File: src/rtl/dmem_arbiter_if.sv
// Request/response bundle for one data-memory requester.
// The master modport is the requester side; slave is the arbiter side.
interface dmem_arbiter_if #(
    parameter int AW = 32,
    parameter int DW = 32
);
    logic          req;
    logic          we;
    logic [AW-1:0] addr;
    logic [DW-1:0] wdata;
    logic          gnt;
    logic          rvalid;
    logic [DW-1:0] rdata;
    logic          err;

    modport master (
        output req, we, addr, wdata,
        input  gnt, rvalid, rdata, err
    );

    modport slave (
        input  req, we, addr, wdata,
        output gnt, rvalid, rdata, err
    );
endinterface

File: src/rtl/dmem_arbiter.sv
// Two-port arbiter/sequencer for the shared data memory (2-cycle response).
// DMEM_ARB_ROUND_ROBIN_EN: round-robin tie-break instead of port-0 priority.
module dmem_arbiter #(
    parameter int DEPTH = 1024,
    parameter int DW    = 32,
    parameter int AW    = 32
) (
    input  logic          clk,
    input  logic          rst,
    dmem_arbiter_if.slave p0,
    dmem_arbiter_if.slave p1,
    output logic          mem_writeEn,
    output logic          mem_readEn,
    output logic [AW-1:0] mem_address,
    output logic [DW-1:0] mem_WriteData,
    input  logic [DW-1:0] mem_ReadData
);
    typedef enum logic [1:0] {IDLE, ACCESS, RESP} state_t;

    state_t        state;
    state_t        state_nxt;
    logic          grant_ok;
    logic          g0;
    logic          g1;
    logic          accept;
    logic          own;
    logic          oor;
    logic          sel_we;
    logic [AW-1:0] sel_addr;
    logic [DW-1:0] sel_wdata;
    logic          in_range;
`ifdef DMEM_ARB_ROUND_ROBIN_EN
    logic          last_gnt;
`endif

    assign p0.gnt = g0;
    assign p1.gnt = g1;

    assign sel_we    = g1 ? p1.we    : p0.we;
    assign sel_addr  = g1 ? p1.addr  : p0.addr;
    assign sel_wdata = g1 ? p1.wdata : p0.wdata;
    assign in_range  = sel_addr < AW'(DEPTH);

    always_comb begin
        state_nxt = state;
        g0        = 1'b0;
        g1        = 1'b0;
        grant_ok  = !rst && (state == IDLE || state == RESP);
        if (grant_ok) begin
`ifdef DMEM_ARB_ROUND_ROBIN_EN
            // last_gnt == 1 means port 1 won last, so port 0 takes the tie
            if (p0.req && p1.req) begin
                g0 = last_gnt;
                g1 = !last_gnt;
            end else begin
                g0 = p0.req;
                g1 = p1.req;
            end
`else
            g0 = p0.req;
            g1 = p1.req && !p0.req;
`endif
        end
        accept = g0 || g1;
        unique case (state)
            IDLE:    if (accept) state_nxt = ACCESS;
            ACCESS:  state_nxt = RESP;
            RESP:    state_nxt = accept ? ACCESS : IDLE;
            default: state_nxt = IDLE;
        endcase
    end

    always_ff @(posedge clk) begin
        if (rst) begin
            state         <= IDLE;
            own           <= 1'b0;
            oor           <= 1'b0;
            mem_writeEn   <= 1'b0;
            mem_readEn    <= 1'b0;
            mem_address   <= '0;
            mem_WriteData <= '0;
            p0.rvalid     <= 1'b0;
            p0.err        <= 1'b0;
            p0.rdata      <= '0;
            p1.rvalid     <= 1'b0;
            p1.err        <= 1'b0;
            p1.rdata      <= '0;
`ifdef DMEM_ARB_ROUND_ROBIN_EN
            last_gnt      <= 1'b1;
`endif
        end else begin
            state       <= state_nxt;
            mem_writeEn <= 1'b0;
            mem_readEn  <= 1'b0;
            p0.rvalid   <= 1'b0;
            p0.err      <= 1'b0;
            p1.rvalid   <= 1'b0;
            p1.err      <= 1'b0;
            if (accept) begin
                own           <= g1;
                oor           <= !in_range;
                mem_address   <= sel_addr;
                mem_WriteData <= sel_wdata;
                mem_writeEn   <= sel_we && in_range;
                mem_readEn    <= !sel_we && in_range;
`ifdef DMEM_ARB_ROUND_ROBIN_EN
                last_gnt      <= g1;
`endif
            end
            // mem_readEn is high only for an in-range read
            if (state == ACCESS) begin
                if (own) begin
                    p1.rvalid <= 1'b1;
                    p1.err    <= oor;
                    p1.rdata  <= mem_readEn ? mem_ReadData : '0;
                end else begin
                    p0.rvalid <= 1'b1;
                    p0.err    <= oor;
                    p0.rdata  <= mem_readEn ? mem_ReadData : '0;
                end
            end
        end
    end
endmodule

File: src/flat_wrapper.sv
// flat-port wrapper written by rule: the top's interface ports become plain ports
module dmem_arbiter_flat 
#(
    parameter int DEPTH = 1024,
    parameter int DW    = 32,
    parameter int AW    = 32
)
  (clk, rst, mem_writeEn, mem_readEn, mem_address, mem_WriteData, mem_ReadData, p0_req, p0_we, p0_addr, p0_wdata, p0_gnt, p0_rvalid, p0_rdata, p0_err, p1_req, p1_we, p1_addr, p1_wdata, p1_gnt, p1_rvalid, p1_rdata, p1_err);
  dmem_arbiter_if #(.AW(AW), .DW(DW)) p0_i ();
  dmem_arbiter_if #(.AW(AW), .DW(DW)) p1_i ();
  input  logic clk;
  input  logic rst;
  output logic mem_writeEn;
  output logic mem_readEn;
  output logic [AW-1:0] mem_address;
  output logic [DW-1:0] mem_WriteData;
  input  logic [DW-1:0] mem_ReadData;
  input wire logic [$bits(p0_i.req)-1:0] p0_req;
  input wire logic [$bits(p0_i.we)-1:0] p0_we;
  input wire logic [$bits(p0_i.addr)-1:0] p0_addr;
  input wire logic [$bits(p0_i.wdata)-1:0] p0_wdata;
  output wire logic [$bits(p0_i.gnt)-1:0] p0_gnt;
  output wire logic [$bits(p0_i.rvalid)-1:0] p0_rvalid;
  output wire logic [$bits(p0_i.rdata)-1:0] p0_rdata;
  output wire logic [$bits(p0_i.err)-1:0] p0_err;
  input wire logic [$bits(p1_i.req)-1:0] p1_req;
  input wire logic [$bits(p1_i.we)-1:0] p1_we;
  input wire logic [$bits(p1_i.addr)-1:0] p1_addr;
  input wire logic [$bits(p1_i.wdata)-1:0] p1_wdata;
  output wire logic [$bits(p1_i.gnt)-1:0] p1_gnt;
  output wire logic [$bits(p1_i.rvalid)-1:0] p1_rvalid;
  output wire logic [$bits(p1_i.rdata)-1:0] p1_rdata;
  output wire logic [$bits(p1_i.err)-1:0] p1_err;
  assign p0_i.req = p0_req;
  assign p0_i.we = p0_we;
  assign p0_i.addr = p0_addr;
  assign p0_i.wdata = p0_wdata;
  assign p0_gnt = p0_i.gnt;
  assign p0_rvalid = p0_i.rvalid;
  assign p0_rdata = p0_i.rdata;
  assign p0_err = p0_i.err;
  assign p1_i.req = p1_req;
  assign p1_i.we = p1_we;
  assign p1_i.addr = p1_addr;
  assign p1_i.wdata = p1_wdata;
  assign p1_gnt = p1_i.gnt;
  assign p1_rvalid = p1_i.rvalid;
  assign p1_rdata = p1_i.rdata;
  assign p1_err = p1_i.err;
  dmem_arbiter #(.DEPTH(DEPTH), .DW(DW), .AW(AW)) u_core (.clk(clk), .rst(rst), .p0(p0_i), .p1(p1_i), .mem_writeEn(mem_writeEn), .mem_readEn(mem_readEn), .mem_address(mem_address), .mem_WriteData(mem_WriteData), .mem_ReadData(mem_ReadData));
endmodule
File: config.mk
export PLATFORM = sky130hd
export DESIGN_NAME = dmem_arbiter_flat
export DESIGN_NICKNAME = d
export VERILOG_FILES = /design/src/rtl/dmem_arbiter_if.sv /design/src/rtl/dmem_arbiter.sv /design/src/flat_wrapper.sv
export SDC_FILE = /design/constraint.sdc
export NUM_CORES = 1
export LEC_CHECK = 0
export BUFFER_PORTS_ARGS = -buffer_cell sky130_fd_sc_hd__buf_4
export CAP_MARGIN = 20
export CORE_MARGIN = 4
export CORE_UTILIZATION = 42
export CTS_BUF_LIST = sky130_fd_sc_hd__clkbuf_4 sky130_fd_sc_hd__clkbuf_8
export DETAILED_ROUTE_END_ITERATION = 10
export MAX_ROUTING_LAYER = met4
export PLACE_DENSITY_LB_ADDON = 0.25
export SYNTH_ARGS = -nofsm -noshare
export SYNTH_HDL_FRONTEND = slang
export SYNTH_SLANG_ARGS = --single-unit
export TNS_END_PERCENT = 100
File: constraint.sdc
create_clock -name clk -period 1.5 [get_ports clk]
set_input_delay 0.225 -clock clk [delete_from_list [all_inputs] [get_ports clk]]
set_output_delay 0.225 -clock clk [all_outputs]
set_load 0.02 [all_outputs]
==> results of run 1 <==
[sequential cells by signal, indices dropped and copies added, names as in the netlist]
| register | flops |
|---|---|
| u_core.p0.rdata | 32 |
| u_core.mem_writeEn | 1 |
| u_core.mem_WriteData | 32 |
| u_core.p0.rvalid | 1 |
| u_core.p1.err | 1 |
| u_core.mem_address | 32 |
| u_core.oor | 1 |
| u_core.state | 2 |
| u_core.own | 1 |
| u_core.p1.rdata | 32 |
| u_core.p1.rvalid | 1 |
| u_core.p0.err | 1 |
| u_core.mem_readEn | 1 |
[metal layers]
layer / routed length (um) / up-vias / global-route usage
met1: 7880 / 2815 / 0.295
met2: 10700 / 315 / 0.450
met4: 758 / 0 / 0.121
met5: 0 / - / -
li1: - / 2796 / -
met3: 1610 / 56 / 0.0618
[critical path, stage by stage (launching register included)]
cell and delay (ns):
dfxtp_2 0.33, buf_4 0.15, nor3b_4 0.28, buf_6 0.16, buf_12 0.15, buf_12 0.17
mux2i_2 0.24, a211oi_2 0.09
[worst max-delay path by stage]
stage | start | end | slack [ns] | depth (start not counted)
after floorplan | u_core.state[0] | u_core.mem_writeEn | -0.002 | 5
after global placement | rst | u_core.mem_writeEn | -0.11 | 5
after detailed placement | rst | u_core.mem_WriteData[7] | -0.16 | 5
after CTS | u_core.state[0] | p1_gnt | -0.27 | 3
after global routing | u_core.state[0] | u_core.mem_WriteData[4] | -0.26 | 7
final | u_core.state[0] | u_core.mem_WriteData[3] | -0.20 | 7
[power by group through the flow]
stage / clock [W] / sequential [W] / combinational (W)
after floorplan: 0 / 0.00413 / 0.000474
after global placement: 0 / 0.00397 / 0.00135
after detailed placement: 0 / 0.00397 / 0.00137
after CTS: 0.00340 / 0.00390 / 0.00149
after global routing: 0.00361 / 0.00393 / 0.00175
final: 0.00335 / 0.00391 / 0.00166
[synthesized netlist by cell type, types with 2 or more instances]
| cell | number | area share |
|---|---|---|
| a211oi_1 | 63 | 0.085 |
| a21oi_1 | 65 | 0.058 |
| buf_2 | 8 | 0.0072 |
| buf_4 | 3 | 0.0040 |
| buf_6 | 9 | 0.018 |
| clkbuf_1 | 36 | 0.024 |
| clkbuf_4 | 2 | 0.0027 |
| dfxtp_1 | 138 | 0.49 |
| mux2i_1 | 64 | 0.11 |
| nand2_1 | 65 | 0.044 |
| nand2b_1 | 5 | 0.0056 |
| nand3_1 | 64 | 0.057 |
| nand4_1 | 3 | 0.0034 |
| nor2_1 | 73 | 0.049 |
| nor3_1 | 5 | 0.0045 |
| nor4_1 | 6 | 0.0067 |
[final cells by class]
type                       count  area, sq um  share of cell area
tap                          172          215              0.0234
clock buffer                  18          241              0.0262
clock inverter                14          196              0.0213
inverter                       1         8.76            0.000950
timing repair buffer         338         2930               0.317
multi-input combinational    427         2860               0.311
sequential                   138         2770               0.300
[timing repair]
| action | 4_1_cts | 5_1_grt |
|---|---|---|
| setup endpoints to repair | 64 | 71 |
| pin swaps | 3 | 38 |
| hold buffers | 0 | 0 |
| buffers inserted | 7 | 2 |
| resized for setup | 25 | 68 |
| gates cloned | 5 | 4 |
| hold endpoints to repair | 0 | 0 |
[logic make-up (layout without fill, tap and decap cells)]
logic type	count (synthesis)	in the layout
flip-flops	138	138
AO/OA/AOI/OAI	133	133
AND/OR/NAND/NOR	230	230
multiplexers	64	64
buffers and inverters	59	371
[stage by stage]
step	hold WS, ns	std cells	setup slack (ns)	cell area (sq um)
after floorplan	0.388	624	-0.00187	5620
after global placement	0.443	1059	-0.108	8040
after detailed placement	0.449	1059	-0.157	8040
after CTS	0.0246	1103	-0.270	8800
after global routing	0.0282	1108	-0.256	9220
final	0.0587	1108	-0.203	9220
==> flow_summary.toml, run 1 <==
[outcome]
status = "finished, violations left"
violations = "setup timing"

[worst_hold_path]
hp-class = "input pin to flip-flop"
min_from = "mem_ReadData[3]"
min_path_cells = 3
worstHoldEndpoint = "u_core.p1.rdata[3]"

[critical_path]
crit_type = "flip-flop to flip-flop"
worstSetupStartpointType = "flip-flop"
end_kind = "flip-flop"
cp.arrival_ns = 2.02
crit_required_ns = 1.81
reg2reg_depth = 7
r2r_start = "u_core.state[0]"
r2r_slack_ns = -0.20
crit_fanout = 7
r2r_end = "u_core.mem_WriteData[3]"

[power_and_ir_drop]
power_w = 0.00892
p_int_w = 0.00651
leakagePower_nw = 3.83
powerDensity_mw_per_mm2 = 968
clock_power_share = 0.376
switchingPower_w = 0.00241
power_frac_seq = 0.439
power_switching_share = 0.270
pwr-share-comb = 0.186
ir_drop_mv = 0.605

[timing]
fin_crit_sh = 1.14
setup_tns_ns = -8.46
min_period_ns = 1.70
fin_ws_ns = -0.203
slew_violations = 0
rsz0062_at_grt = "true"
slew_headroom = 0.628
hold_viol_final = 0
tightest_slew_ns = 0.552
fin_skew_ns = 0.0106
max_freq_mhz = 587
finalSetupViolCount = 69

[job]
drv_cap = 0

[floorplanning]
chipWidth_um = 123
dieArea_sq_mm = 0.0152
die_y_um = 123
fp-row-count = 41
pin_count = 302
core-area_sq_mm = 0.0128
start_util = 0.436

[route]
route.antenna.remaining_nets = 0
wl_um = 20900
drc = 0
num_vias = 5982
routed_via_density = 5.40
first_pass_iters = 5
wl_per_cell_um = 18.9
drt_iter0_drc = 473

[clock_network]
clock_sinks = 138
clkLatencyLatePin_ns = 0.44
cts_tree = "built"
numCtsBuffers = 17
clk_pin_slew_ns = 0.08
ctsHtreeMaxLevel = 4
clk_path_buf_depth = 2
clock-root-buffer = "clkbuf_8"

[finish]
antenna_cells = 0
layout_common_cells = "buf_4 (310), dfxtp_1 (136), nand2_1 (65), a21oi_1 (65), nand3_1 (64)"
n_fill_cell = 959
area_growth_pct = 64.7
final_util = 0.719
fin_nets = 1089
drive_gt1_frac = 0.472
layout_commonest_cell = "buf_4"

[global_routing]
antenna_found_initial = 0
globalRouteTotalUtil = 0.265
gr-total-overflow = 0
grt_start_max_net_pins = 104
grt_pass1_vias = 5862
grt_pass1_wl_um = 30200

[logic_synthesis]
synth.area.mux_share = 0.115
synth-main-ff-cell = "dfxtp_1"
synth_cells = 624
synth_area_per_cell_sq_um = 8.96
yosys.area_share.adder = 0
yosys_register_bits = 138
synthSimpleGateAreaFrac = 0.184
synth_top_family_by_area = "simple AND/OR/NAND/NOR gates"
yosysSeqAreaShare = 0.494
synth_area_sq_mm = 0.00559
synth_compound_area_frac = 0.151
synth_edf_count = 0
syn_nets = 790
yosys.area_share.xor_xnor = 0
async_flop_share = 0
yosysUniqueCellTypes = 31
ys.warnings.count = 0

[placed_design]
dp_hpwl_um = 13600
io_buffer_count = 301
gp_congestion = 0.928
Power figures use the tool's default switching activity.
==> inputs of run 2 (changes only) <==
--- a/config.mk
+++ b/config.mk
@@ -8,7 +8,7 @@
 export BUFFER_PORTS_ARGS = -buffer_cell sky130_fd_sc_hd__buf_4
 export CAP_MARGIN = 20
 export CORE_MARGIN = 4
-export CORE_UTILIZATION = 42
+export CORE_UTILIZATION = 30
 export CTS_BUF_LIST = sky130_fd_sc_hd__clkbuf_4 sky130_fd_sc_hd__clkbuf_8
 export DETAILED_ROUTE_END_ITERATION = 10
 export MAX_ROUTING_LAYER = met4
==> run 2 against run 1 <==
  * The run still ends with setup timing left
  * Largest power group unchanged
  * Flip-flop and latch count unchanged
  * Register-to-register slack about the same
  * Non-clock buffer count rose by 9
  * Power down 0.18%
==> flow_summary.toml, run 2 (synthesis gave the netlist of run 1 again) <==
[critical_path]
crit_type = "flip-flop to output pin"
worstSetupStartpointType = "flip-flop"
worstPathCellList = "buf_6 -> nor3b_4 -> buf_12 -> buf_12 -> buf_8"
crit_buf_inv = 4
crit_required_ns = 1.27
slowest_delay_ns = 0.33
end_kind = "output pin"
critPathSlowestCell = "dfxtp_2"
crit_fanout = 3
cp.arrival_ns = 1.48
cpLargestDelayFamily = "buffers and inverters"
crit_top_cell = "buf_12"

[clock_network]
cts_tree = "built"
ctsHoldBuffers = 0
clk_pin_slew_ns = 0.08
ctsHtreeMaxLevel = 4
clock_sinks = 138
clkLatencyLatePin_ns = 0.44
numCtsBuffers = 17
clock-root-buffer = "clkbuf_8"
clk_path_buf_depth = 2

[timing]
fin_skew_ns = 0.0149
slew_violations = 0
fin_ws_ns = -0.205
whs_ns = 0.0607
finalSetupViolCount = 68
fin_crit_sh = 1.14
tightest_slew_ns = 0.530
slew_headroom = 0.647
min_period_ns = 1.70
rsz0062_at_grt = "true"
max_freq_mhz = 587
hold_viol_final = 0

[floorplanning]
start_util = 0.308
fp-row-count = 49
chipWidth_um = 145
die_y_um = 145
pin_count = 302
core-area_sq_mm = 0.0181
dieArea_sq_mm = 0.0209

[global_routing]
gr-total-overflow = 0
grt_pass1_wl_um = 29800
globalRouteTotalUtil = 0.187
antenna_found_initial = 0
grt_start_max_net_pins = 50
grt_pass1_vias = 5517

[worst_hold_path]
hp-class = "input pin to flip-flop"

[placed_design]
dp_hpwl_um = 13900
gp_congestion = 0.844
io_buffer_count = 301
dp_slack_ns = -0.133

[job]
drv_cap = 0

[route]
num_vias = 5746
wl_per_cell_um = 17.6
drc = 0
first_pass_iters = 6
routed_via_density = 4.89
route.antenna.remaining_nets = 0
wl_um = 20600
drt_iter0_drc = 261

[finish]
layout_common_cells = "buf_4 (321), dfxtp_1 (136), nand2_1 (65), a21oi_1 (65), nand3_1 (64)"
layout_commonest_cell = "buf_4"
fin_nets = 1098
area_growth_pct = 63.2
drive_gt1_frac = 0.454
antenna_cells = 0

[power_and_ir_drop]
ir_drop_mv = 0.466
clock_power_share = 0.389
leakagePower_nw = 3.84
power_frac_seq = 0.437
p_int_w = 0.00650
switchingPower_w = 0.00240
pwr-share-comb = 0.174
power_switching_share = 0.270
powerDensity_mw_per_mm2 = 976

[outcome]
violations = "setup timing"
status = "finished, violations left"
## run 2: power groups by stage
stage	clock network [W]	logic, W	registers [W]
CTS	0.00354	0.00146	0.00389
detailed placement	0	0.00143	0.00397
global route	0.00371	0.00165	0.00391
floorplan	0	0.000474	0.00413
global placement	0	0.00142	0.00397
finish	0.00346	0.00155	0.00389
## run 2: metal layers
layer	GRT usage	up-vias	wire length, um
met4	0.0589	0	259
met5	-	-	0
met3	0.0605	16	1800
li1	-	2819	-
met1	0.227	2677	8460
met2	0.298	234	10100
## run 2: stage by stage
step	instance area (sq um)	TNS (ns)	instances	utilization	power, W
after floorplan	5620	-0.00187	624	-	0.00460
after global placement	8240	-4.02	1128	0.454	0.00539
after detailed placement	8240	-5.75	1128	0.454	0.00540
after CTS	8810	-8.42	1166	0.485	0.00889
after global routing	9130	-10.39	1174	0.503	0.00927
final	9130	-6.70	1174	0.503	0.00891
## run 2: final cells by class
class,count,area (sq um)
Clock inverter,13,191
Timing Repair Buffer,347,2940
Fill cell,1743,9020
Multi-Input combinational cell,427,2680
Inverter,1,8.76
Sequential cell,138,2770
Clock buffer,19,255
Tap cell,229,287
## run 2: tightest hold or removal path, stage by stage
cell     delay, ns
buf_4         0.11
nand3_1       0.07
a21oi_1       0.05
## run 2: worst paths after layout
| path | from | to | slack, ns | cells past startpoint |
|---|---|---|---|---|
| worst max register to register | u_core.state[0] | u_core.mem_address[3] | -0.19 | 5 |
| worst max-delay path | u_core.state[0] | p0_gnt | -0.20 | 5 |
| worst min register to register | u_core.p1.rdata[10] | u_core.p1.rdata[10] | 0.46 | 2 |
| worst min-delay path | mem_ReadData[10] | u_core.p1.rdata[10] | 0.06 | 3 |
## run 2: repair_timing
item                                    4_1_cts  5_1_grt
buffers inserted                              4        4
endpoints found under the setup margin       50       86
gates cloned                                  2        5
resized for setup                             8       45
pin swaps                                     3        3
==> inputs of run 3 (changes only) <==
--- a/config.mk
+++ b/config.mk
@@ -13,6 +13,7 @@
 export DETAILED_ROUTE_END_ITERATION = 10
 export MAX_ROUTING_LAYER = met4
 export PLACE_DENSITY_LB_ADDON = 0.25
+export RECOVER_POWER = 100
 export SYNTH_ARGS = -nofsm -noshare
 export SYNTH_HDL_FRONTEND = slang
 export SYNTH_SLANG_ARGS = --single-unit
==> run 3 against run 2 <==
  * The flow still finishes with violations (setup timing)
  * Fmax about the same
  * Design area shrank 5.7%
  * Highest routed layer unchanged
  * Final cell count unchanged
  * Via count is 0.59% higher
  * Largest cell class is now sequential cells
  * Critical path type unchanged
  * Flip-flop and latch count did not move
  * Clock skew decreased by 0.0032 ns
  * Sequential power barely moved
  * Clock power about the same
  * Routed wire length increased by 0.11%
  * First-iteration DRC count decreased by 12%
==> flow_summary.toml, run 3 (synthesis gave the netlist of run 1 again) <==
[critical_path]
crit_required_ns = 1.27
crit_type = "flip-flop to output pin"
crit_top_cell = "buf_12"
critPathSlowestCell = "dfxtp_2"
slowest_delay_ns = 0.34
end_kind = "output pin"
cp.arrival_ns = 1.48
crit_buf_inv = 4
worstSetupStartpointType = "flip-flop"
crit_fanout = 3
worstPathCellList = "buf_6 -> nor3b_4 -> buf_12 -> buf_12 -> buf_8"
cpLargestDelayFamily = "buffers and inverters"

[finish]
fin_area_sq_mm = 0.00860
n_fill_cell = 1890
area_growth_pct = 53.8
drive_gt1_frac = 0.313
layout_commonest_cell = "buf_4"
antenna_cells = 0
fin_nets = 1098
final_util = 0.474
layout_common_cells = "buf_4 (189), dfxtp_1 (136), clkbuf_1 (133)"

[global_routing]
globalRouteTotalUtil = 0.187
grt_start_max_net_pins = 50
grt_pass1_vias = 5517
antenna_found_initial = 0
grt_pass1_wl_um = 29800
gr-total-overflow = 0

[timing]
fin_skew_ns = 0.0118
slew_violations = 0
finalSetupViolCount = 69
hold_viol_final = 0
slew_headroom = 0.622
fin_crit_sh = 1.14
max_freq_mhz = 586
whs_ns = 0.0590
tightest_slew_ns = 0.567
setup_tns_ns = -6.81
rsz0062_at_grt = "true"
fin_ws_ns = -0.206
min_period_ns = 1.71

[floorplanning]
core-area_sq_mm = 0.0181
chipWidth_um = 145
start_util = 0.308
pin_count = 302
fp-row-count = 49
die_y_um = 145
dieArea_sq_mm = 0.0209

[power_and_ir_drop]
leakagePower_nw = 3.27
ir_drop_mv = 0.471
power_w = 0.00877
powerDensity_mw_per_mm2 = 1020

[route]
first_pass_iters = 4
route.antenna.remaining_nets = 0
routed_via_density = 4.92
drt_iter0_drc = 229
wl_per_cell_um = 17.6
wl_um = 20600
drc = 0
num_vias = 5780

[clock_network]
ctsHtreeMaxLevel = 4
clk_path_buf_depth = 2
clock_sinks = 138
cts_tree = "built"
clock-root-buffer = "clkbuf_8"
clk_pin_slew_ns = 0.08
clkLatencyLatePin_ns = 0.44
numCtsBuffers = 17
ctsHoldBuffers = 0

[placed_design]
io_buffer_count = 301
dp_hpwl_um = 13900
gp_congestion = 0.844
place_area_sq_mm = 0.00824

[worst_hold_path]
hp-class = "input pin to flip-flop"

[outcome]
status = "finished, violations left"
violations = "setup timing"

[job]
drv_cap = 0
[run 3: final timing paths]
kind	depth (start not counted)	slack (ns)	from	endpoint
hold / removal	3	0.06	mem_ReadData[10]	u_core.p1.rdata[10]
hold reg to reg	2	0.46	u_core.p0.rdata[27]	u_core.p0.rdata[27]
setup reg to reg	5	-0.20	u_core.state[0]	u_core.mem_address[3]
setup / recovery	5	-0.21	u_core.state[0]	p0_gnt
[run 3: power by group]
| part | switching, W | internal [W] | total (W) |
|---|---|---|---|
| registers | 0.0000831 | 0.00381 | 0.00389 |
| logic | 0.000742 | 0.000683 | 0.00142 |
| clock network | 0.00156 | 0.00189 | 0.00346 |
[run 3: repair_timing]
| action | in CTS | in global routing |
|---|---|---|
| setup buffers | 4 | 4 |
| pin swaps | 3 | 3 |
| cloned | 2 | 5 |
| gates resized for setup | 8 | 45 |
| endpoints found under the setup margin | 50 | 86 |
[run 3: final cells by class]
class | instances | area, sq um | area share
Clock buffer | 19 | 255 | 0.0297
Clock inverter | 13 | 191 | 0.0222
Inverter | 1 | 8.76 | 0.00102
Multi-Input combinational cell | 427 | 2680 | 0.311
Sequential cell | 138 | 2770 | 0.321
Tap cell | 229 | 287 | 0.0333
Timing Repair Buffer | 347 | 2420 | 0.281
[run 3: through the flow]
stage                     std cells  setup slack (ns)
after CTS                      1166            -0.272
after detailed placement       1128            -0.133
after global placement         1128            -0.107
after global routing           1174            -0.264
final                          1174            -0.206
after floorplan                 624          -0.00187
[run 3: metal layers]
layer	global-route usage	routed length [um]	up-vias
met5	-	0	-
met1	0.227	8470	2705
met2	0.298	10100	234
li1	-	-	2819
met3	0.0605	1790	22
met4	0.0589	299	0
[run 3: worst reg2reg max path: stages (launching register included)]
cell and delay, ns:
dfxtp_2 0.34, or4b_4 0.51, buf_4 0.22, buf_4 0.16, buf_4 0.17, a211oi_1 0.21
